### src/rtl/max_seq_ctrl_if.sv
// rtl/max_seq_ctrl_if.sv - handshake bundle for the sequential max controller
//
// Groups every non-clock/reset signal of max_seq_ctrl.
//   start      producer -> block : begin a frame (honoured only when idle)
//   in_valid   producer -> block : in_data carries a sample
//   in_data    producer -> block : WIDTH-bit unsigned sample
//   in_ready   block -> producer : a sample is accepted this cycle if in_valid
//   busy       block -> producer : frame in progress (scanning or holding result)
//   out_valid  block -> consumer : result valid, held until out_ack
//   out_max    block -> consumer : maximum of the frame
//   out_idx    block -> consumer : first index of the maximum
//   out_ack    consumer -> block : result taken
// master is the producer/consumer side, slave is the controller.
interface max_seq_ctrl_if #(
   parameter int WIDTH = 4,
   parameter int IDXW  = 3
);
   logic             start;
   logic             in_valid;
   logic [WIDTH-1:0] in_data;
   logic             in_ready;
   logic             busy;
   logic             out_valid;
   logic [WIDTH-1:0] out_max;
   logic [IDXW-1:0]  out_idx;
   logic             out_ack;

   modport master (
      output start, in_valid, in_data, out_ack,
      input  in_ready, busy, out_valid, out_max, out_idx
   );

   modport slave (
      input  start, in_valid, in_data, out_ack,
      output in_ready, busy, out_valid, out_max, out_idx
   );
endinterface

### src/rtl/max_seq_ctrl.sv
// rtl/max_seq_ctrl.sv - frame maximum finder sharing one comparator over COUNT samples
//
// Ports:
//   clk  rising-edge clock
//   rst  synchronous, active-high reset
//   bus  max_seq_ctrl_if.slave handshake bundle (see interface file)
// Parameters: WIDTH sample width, COUNT samples per frame (>= 2),
// IDXW index width (2**IDXW >= COUNT).
// Flow: IDLE --start--> SCAN --COUNT accepts--> DONE --out_ack--> IDLE.
// All outputs are registers or decodes of the state register.
module max_seq_ctrl #(
   parameter int WIDTH = 4,
   parameter int COUNT = 8,
   parameter int IDXW  = 3
) (
   input logic          clk,
   input logic          rst,
   max_seq_ctrl_if.slave bus
);

   localparam logic [1:0] S_IDLE = 2'd0;
   localparam logic [1:0] S_SCAN = 2'd1;
   localparam logic [1:0] S_DONE = 2'd2;

   localparam logic [IDXW-1:0] LAST = IDXW'(COUNT - 1);

   logic [1:0]       state;
   logic [IDXW-1:0]  cnt;
   logic [WIDTH-1:0] max_r;
   logic [IDXW-1:0]  idx_r;
   logic             take_new;

   // The first sample of a frame always loads, so an all-zero frame still
   // reports index 0; later samples need a strict win, keeping the earliest tie.
   assign take_new = (cnt == '0) || (bus.in_data > max_r);

   always_ff @(posedge clk) begin
      if (rst) begin
         state <= S_IDLE;
         cnt   <= '0;
         max_r <= '0;
         idx_r <= '0;
      end else begin
         case (state)
            S_IDLE: begin
               if (bus.start) begin
                  state <= S_SCAN;
                  cnt   <= '0;
                  max_r <= '0;
                  idx_r <= '0;
               end
            end
            S_SCAN: begin
               if (bus.in_valid) begin
                  if (take_new) begin
                     max_r <= bus.in_data;
                     idx_r <= cnt;
                  end
                  if (cnt == LAST) begin
                     state <= S_DONE;
                     cnt   <= '0;
                  end else begin
                     cnt <= cnt + IDXW'(1);
                  end
               end
            end
            S_DONE: begin
               // start is deliberately ignored here, even alongside out_ack
               if (bus.out_ack) begin
                  state <= S_IDLE;
               end
            end
            default: begin
               state <= S_IDLE;
               cnt   <= '0;
            end
         endcase
      end
   end

   assign bus.in_ready  = (state == S_SCAN);
   assign bus.busy      = (state != S_IDLE);
   assign bus.out_valid = (state == S_DONE);
   assign bus.out_max   = max_r;
   assign bus.out_idx   = idx_r;

endmodule

### src/flat_wrapper.sv
// flat-port wrapper written by rule: the top's interface ports become plain ports
module max_seq_ctrl_flat 
#(
   parameter int WIDTH = 4,
   parameter int COUNT = 8,
   parameter int IDXW  = 3
)
  (clk, rst, bus_start, bus_in_valid, bus_in_data, bus_out_ack, bus_in_ready, bus_busy, bus_out_valid, bus_out_max, bus_out_idx);
  max_seq_ctrl_if #(.WIDTH(WIDTH), .IDXW(IDXW)) bus_i ();
  input logic clk;
  input logic rst;
  input wire logic [$bits(bus_i.start)-1:0] bus_start;
  input wire logic [$bits(bus_i.in_valid)-1:0] bus_in_valid;
  input wire logic [$bits(bus_i.in_data)-1:0] bus_in_data;
  input wire logic [$bits(bus_i.out_ack)-1:0] bus_out_ack;
  output wire logic [$bits(bus_i.in_ready)-1:0] bus_in_ready;
  output wire logic [$bits(bus_i.busy)-1:0] bus_busy;
  output wire logic [$bits(bus_i.out_valid)-1:0] bus_out_valid;
  output wire logic [$bits(bus_i.out_max)-1:0] bus_out_max;
  output wire logic [$bits(bus_i.out_idx)-1:0] bus_out_idx;
  assign bus_i.start = bus_start;
  assign bus_i.in_valid = bus_in_valid;
  assign bus_i.in_data = bus_in_data;
  assign bus_i.out_ack = bus_out_ack;
  assign bus_in_ready = bus_i.in_ready;
  assign bus_busy = bus_i.busy;
  assign bus_out_valid = bus_i.out_valid;
  assign bus_out_max = bus_i.out_max;
  assign bus_out_idx = bus_i.out_idx;
  max_seq_ctrl #(.WIDTH(WIDTH), .COUNT(COUNT), .IDXW(IDXW)) u_core (.clk(clk), .rst(rst), .bus(bus_i));
endmodule
### config.mk
export PLATFORM = sky130hd
export DESIGN_NAME = max_seq_ctrl_flat
export DESIGN_NICKNAME = d
export VERILOG_FILES = /design/src/rtl/max_seq_ctrl_if.sv /design/src/rtl/max_seq_ctrl.sv /design/src/flat_wrapper.sv
export SDC_FILE = /design/constraint.sdc
export NUM_CORES = 1
export LEC_CHECK = 0
export CAP_MARGIN = 20
export CORE_UTILIZATION = 30
export DETAILED_ROUTE_END_ITERATION = 7
export GPL_TIMING_DRIVEN = 1
export PLACE_DENSITY = 0.58
export SYNTH_ARGS = -nofsm -noshare
export SYNTH_HDL_FRONTEND = slang
export SYNTH_SLANG_ARGS = --single-unit
### constraint.sdc
create_clock -name clk -period 2.63 [get_ports clk]
set_clock_uncertainty 0.1 [all_clocks]
set_input_delay 0.526 -clock clk [delete_from_list [all_inputs] [get_ports clk]]
set_output_delay 0.526 -clock clk [all_outputs]
set_load 0.03 [all_outputs]
Yosys cells after proc, flatten, opt, wreduce, memory -nomap -nowiden
Index checks and enable logic that the tools add are counted.
- flip-flop bits (word level): 12
- input bits: 9
- output and inout bits: 10
- word-level logic and storage cells: 39
- add/sub/neg operators: 1
- order comparisons: 1
- equal/unequal tests: 8
- multiplexer cells: 16
- bitwise logic cells: 1
- reduce and logical (&&, ||, !) cells: 8
- operators by type and width (cell ; count):
    $mux 3 ; 5
    $mux 4 ; 3
    $pmux 3 s3 ; 1
    $mux 2 ; 4
    $pmux 4 s2 ; 1
    $reduce_and 4->1 ; 2
    $ne 2x2->1 const B ; 3
    $pmux 2 s3 ; 1
    $pmux 3 s2 ; 1
    $gt 4x4->1 ; 1
    $ne 2x1->1 const B ; 2
    $reduce_bool 2->1 ; 2
    $add 3x1->3 const B ; 1
    $eq 3x3->1 const B ; 1
    $logic_not 3->1 ; 1
    $reduce_and 3->1 ; 1
    $eq 2x1->1 const B ; 1
    $eq 2x2->1 const B ; 1
    $logic_not 2->1 ; 1
    $logic_or 1x1->1 ; 1
    $not 1->1 ; 1

Longest topological paths before layout
- word-level depth: 5
- gate-level depth with buffers: 6
- mapped depth without buffers: 6

Least setup slack after synthesis
Ideal clock, no wire load.
- kind: register to register
- from: register u_core.max_r[3] (netlist: u_core.bus.out_max[3])
- to: register u_core.idx_r[0] (netlist: u_core.bus.out_idx[0])
- library setup time: 0.128 ns
- data arrival time: 1.615 ns
- data required time: 2.402 ns
- setup slack: 0.787 ns
- cell stages (with the launch flop): 6
- buffers on the path: 0
- period minus slack after synthesis: 1.843 ns
- cell sequence: dfxtp_1 > inv_1 > ha_1 > a2111oi_2 > a21oi_4 > mux2i_1
- longest elaborated chain between the ends: 4
- RTL lines (element ; RTL line ; RTL):
    start, declared ; max_seq_ctrl.sv:29 ; logic [WIDTH-1:0] max_r;
    start signal, assigned ; max_seq_ctrl.sv:56 ; max_r <= bus.in_data;
    $gt 4x4->1 ; max_seq_ctrl.sv:35 ; assign take_new = (cnt == '0) || (bus.in_data > max_r);
    $logic_or 1x1->1 ; max_seq_ctrl.sv:35 ;
    $ne 2x1->1 (no source line) ; n/a ;
    $reduce_and 4->1 (no source line) ; n/a ;
    end signal, assigned ; max_seq_ctrl.sv:57 ; idx_r <= cnt;
    end, declared ; max_seq_ctrl.sv:30 ; logic [IDXW-1:0] idx_r;
No other way between the ends.
A chain may end at the register's enable or synchronous reset.

Worst setup path in the final report
- from: register u_core.state[0]
- to: output bus_in_ready
- longest elaborated chain between the ends: 1
- RTL lines (element ; RTL line ; RTL):
    start, declared ; max_seq_ctrl.sv:27 ; logic [1:0] state;
    start signal, assigned ; max_seq_ctrl.sv:39 ; state <= S_IDLE;
    start signal, assigned ; max_seq_ctrl.sv:47 ; state <= S_SCAN;
    start signal, assigned ; max_seq_ctrl.sv:60 ; state <= S_DONE;
    $eq 2x1->1 ; max_seq_ctrl.sv:81 ; assign bus.in_ready = (state == S_SCAN);
    end, declared ; flat_wrapper.sv:16 ; output wire logic [$bits(bus_i.in_ready)-1:0] bus_in_ready;
No other way between the ends.

==> impl_metrics.tcl <==
set metrics [dict create \
    status "completed" \
    vias 586 \
    hpwl_mm 1.06 \
    max_slew_margin_pct 63.9 \
    critPathArrivalTime_ns 1.81 \
    hp-class "flop to flop" \
    cpMaxStageDelayCell "clkdlybuf4s50_1" \
    layout_commonest_cell "clkdlybuf4s50_1" \
    min_to "u_core.bus.out_idx[1]$_SDFFE_PP0P_" \
    placementRows 17 \
    grt_pass1_wl_mm 2.27 \
    ant_nets 0 \
    fp.coreArea_mm2 0.00223 \
    cts_root_buffer "clkbuf_4" \
    tns_ns 0 \
    synthSimpleGateAreaFrac_pct 24.3 \
    die_height_um 50.8 \
    synthesis.nets 93 \
    tightest_slew_ns 0.540 \
    power_density_mw_per_mm2 405 \
    dp_slack_ns 0.314 \
    cts_buffers 3 \
    hp-start "u_core.bus.out_idx[1]$_SDFFE_PP0P_" \
    num_antenna_cells 0 \
    syn_area_um2 714 \
    io_pins 19 \
    antenna_found_initial 0 \
    clk_pin_slew_ns 0.07 \
    r2r_start "u_core.cnt[0]$_SDFFE_PP0P_" \
    required_ns 2.00 \
    p_leak_uw 0.000370 \
    initial_core_util_pct 32.0 \
    synthAdderAreaFrac_pct 12.3 \
    period_share_pct 92.5 \
    rsz0062_at_grt "false" \
    cap_violations 0 \
    synthTopCellsByArea "dfxtp_1, ha_1, mux2i_1" \
    viasPerCell 4.69 \
    vdd_ir_drop_max_mv 0.334 \
    path_class "flop to primary output" \
    synth_cells 77 \
    ys_ff_latch 12 \
    drt_pre_antenna_iters 4 \
    io_buffers 18 \
    final_cell_mix "clkdlybuf4s50_1, dfxtp_1, inv_1" \
    synth_cell_type_count 27 \
    regToRegSetupSlack_ns 0.85 \
    h-tree-depth 1 \
    grt_max_degree 20 \
    crit_path_max_incr_delay_ns 0.71 \
    synth_top_family_by_area "simple AND/OR/NAND/NOR gates" \
    ctsLongestPathBuffers 2 \
    regToRegEndpoint "u_core.bus.out_max[3]$_SDFFE_PP0P_" \
    die_area_mm2 0.00258 \
    cts_tree "built" \
    drt_iter0_drc 14 \
    synth-xor-area-share_pct 0 \
    synth.top_cell.area_share_pct 33.6 \
    track_usage_pct 12.1 \
    synth_compound_area_share_pct 12.1 \
    hold_path_depth 2 \
    netlist.top_cell.by_area "dfxtp_1" \
    fillerInstances 233 \
    num-nets-final 115 \
    setup_viol 0 \
    ctsResizeCount 0 \
    drv_slew 0 \
    drc 0 \
    syn_avg_cell_area_um2 9.28 \
    cts.sinks 12 \
    rr_worst_depth 6 \
    worstSkewPairLatency_ns 0.27 \
    dieWidth_um 50.8 \
    yosysSeqAreaShare_pct 33.6 \
    drive_gt1_share_pct 8.25 \
    wl_per_cell_um 11.3 \
    path_cells "nand2_1 -> inv_1 -> clkdlybuf4s50_1" \
    place.gp.congestion 0.794 \
    worst_setup_path_start_kind "flop" \
    grt_overflow 0 \
    period_minus_slack_ns 2.43 \
    cp-end-kind "primary output" \
    yosysWarnings 0 \
    post_cts_buffers 0 \
    max_freq_mhz 411 \
    muxShareOfSynthArea_pct 11.9 \
    drt-total-wl_mm 1.41 \
    crit_fanout 7 \
    hold_viol 0 \
    fin_ws_ns 0.198 \
    syn_to_final_growth_pct 32.7 \
    cts_hold_buffers 0 \
    grt_pass1_vias 546 \
]
cell usage after synthesis:
master / count
nor2_1: 3
or3_1: 3
mux2_4: 1
a21oi_4: 1
ha_1: 7
clkbuf_1: 1
o21ai_2: 1
mux2i_1: 7
nand4_1: 1
o311ai_1: 1
or2b_2: 1
dfxtp_1: 12
o211ai_1: 1
inv_1: 10
o21ai_0: 1
nand2_1: 4
a32oi_1: 1
or4_1: 1
nor3_1: 1
nor2b_1: 2
nand3_1: 1
a2111oi_2: 1
nand2b_1: 7
a31oi_1: 1
nand3b_1: 4
or4b_1: 1
a21oi_1: 2
sequential cells by signal, summed over array words and instances (netlist names):
signal / count
u_core.state: 2
u_core.bus.out_idx: 3
u_core.bus.out_max: 4
u_core.cnt: 3
layout make-up:
| cell class | instances | area [µm²] | area share [%] |
|---|---|---|---|
| Multi-Input combinational cell | 54 | 433 | 45.6 |
| Sequential cell | 12 | 240 | 25.3 |
| Timing Repair Buffer | 18 | 180 | 19.0 |
| Inverter | 10 | 37.5 | 3.96 |
| Tap cell | 28 | 35.0 | 3.69 |
| Clock buffer | 3 | 22.5 | 2.37 |
layer usage:
metal  track usage, %  wire, µm
met1             15.3       710
met5                0         0
met2             18.4       617
met3             4.85        68
met4             4.17        12
critical path: cells and delay by family, from the launching register on:
family | cells | cell delay [ns]
buffers and inverters | 2 | 0.94
DFF | 1 | 0.42
and+or+nand+nor | 1 | 0.18
where the power goes:
| group | switching, µW | internal [µW] |
|---|---|---|
| logic | 42.9 | 39.9 |
| registers | 4.43 | 186 |
| clock network | 57.8 | 53.0 |
worst max path at each step:
stage,start,endpoint,slack [ns]
2_1_floorplan,u_core.bus.out_max[3]$_SDFFE_PP0P_,u_core.bus.out_idx[0]$_SDFFE_PP0P_,0.79
3_3_place_gp,bus_in_data[3],u_core.bus.out_idx[0]$_SDFFE_PP0P_,0.35
3_5_place_dp,bus_in_data[3],u_core.bus.out_max[3]$_SDFFE_PP0P_,0.31
4_1_cts,u_core.state[0]$_SDFFE_PP0P_,bus_in_ready,0.17
5_1_grt,u_core.state[0]$_SDFFE_PP0P_,bus_in_ready,0.07
6_report,u_core.state[0]$_SDFFE_PP0P_,bus_in_ready,0.20
cell families after synthesis:
kind of cell	count (synthesis)
adders and majority gates	7
AOI/OAI and AO/OA	10
buffers and inverters	11
and+or+nand+nor	29
DFF	12
muxes	8
through the flow:
step	area (µm²)	hold WS, ns	total power, µW	std cells	utilization (%)
final	948	0.380	384	125	42.5
after global routing	948	0.403	408	125	42.5
after CTS	948	0.384	392	125	42.5
after detailed placement	926	0.368	279	122	41.5
after global placement	926	0.364	279	122	41.5
after floorplan	714	0.349	246	77	-
Note: power is estimated with default switching activity, not from simulation.
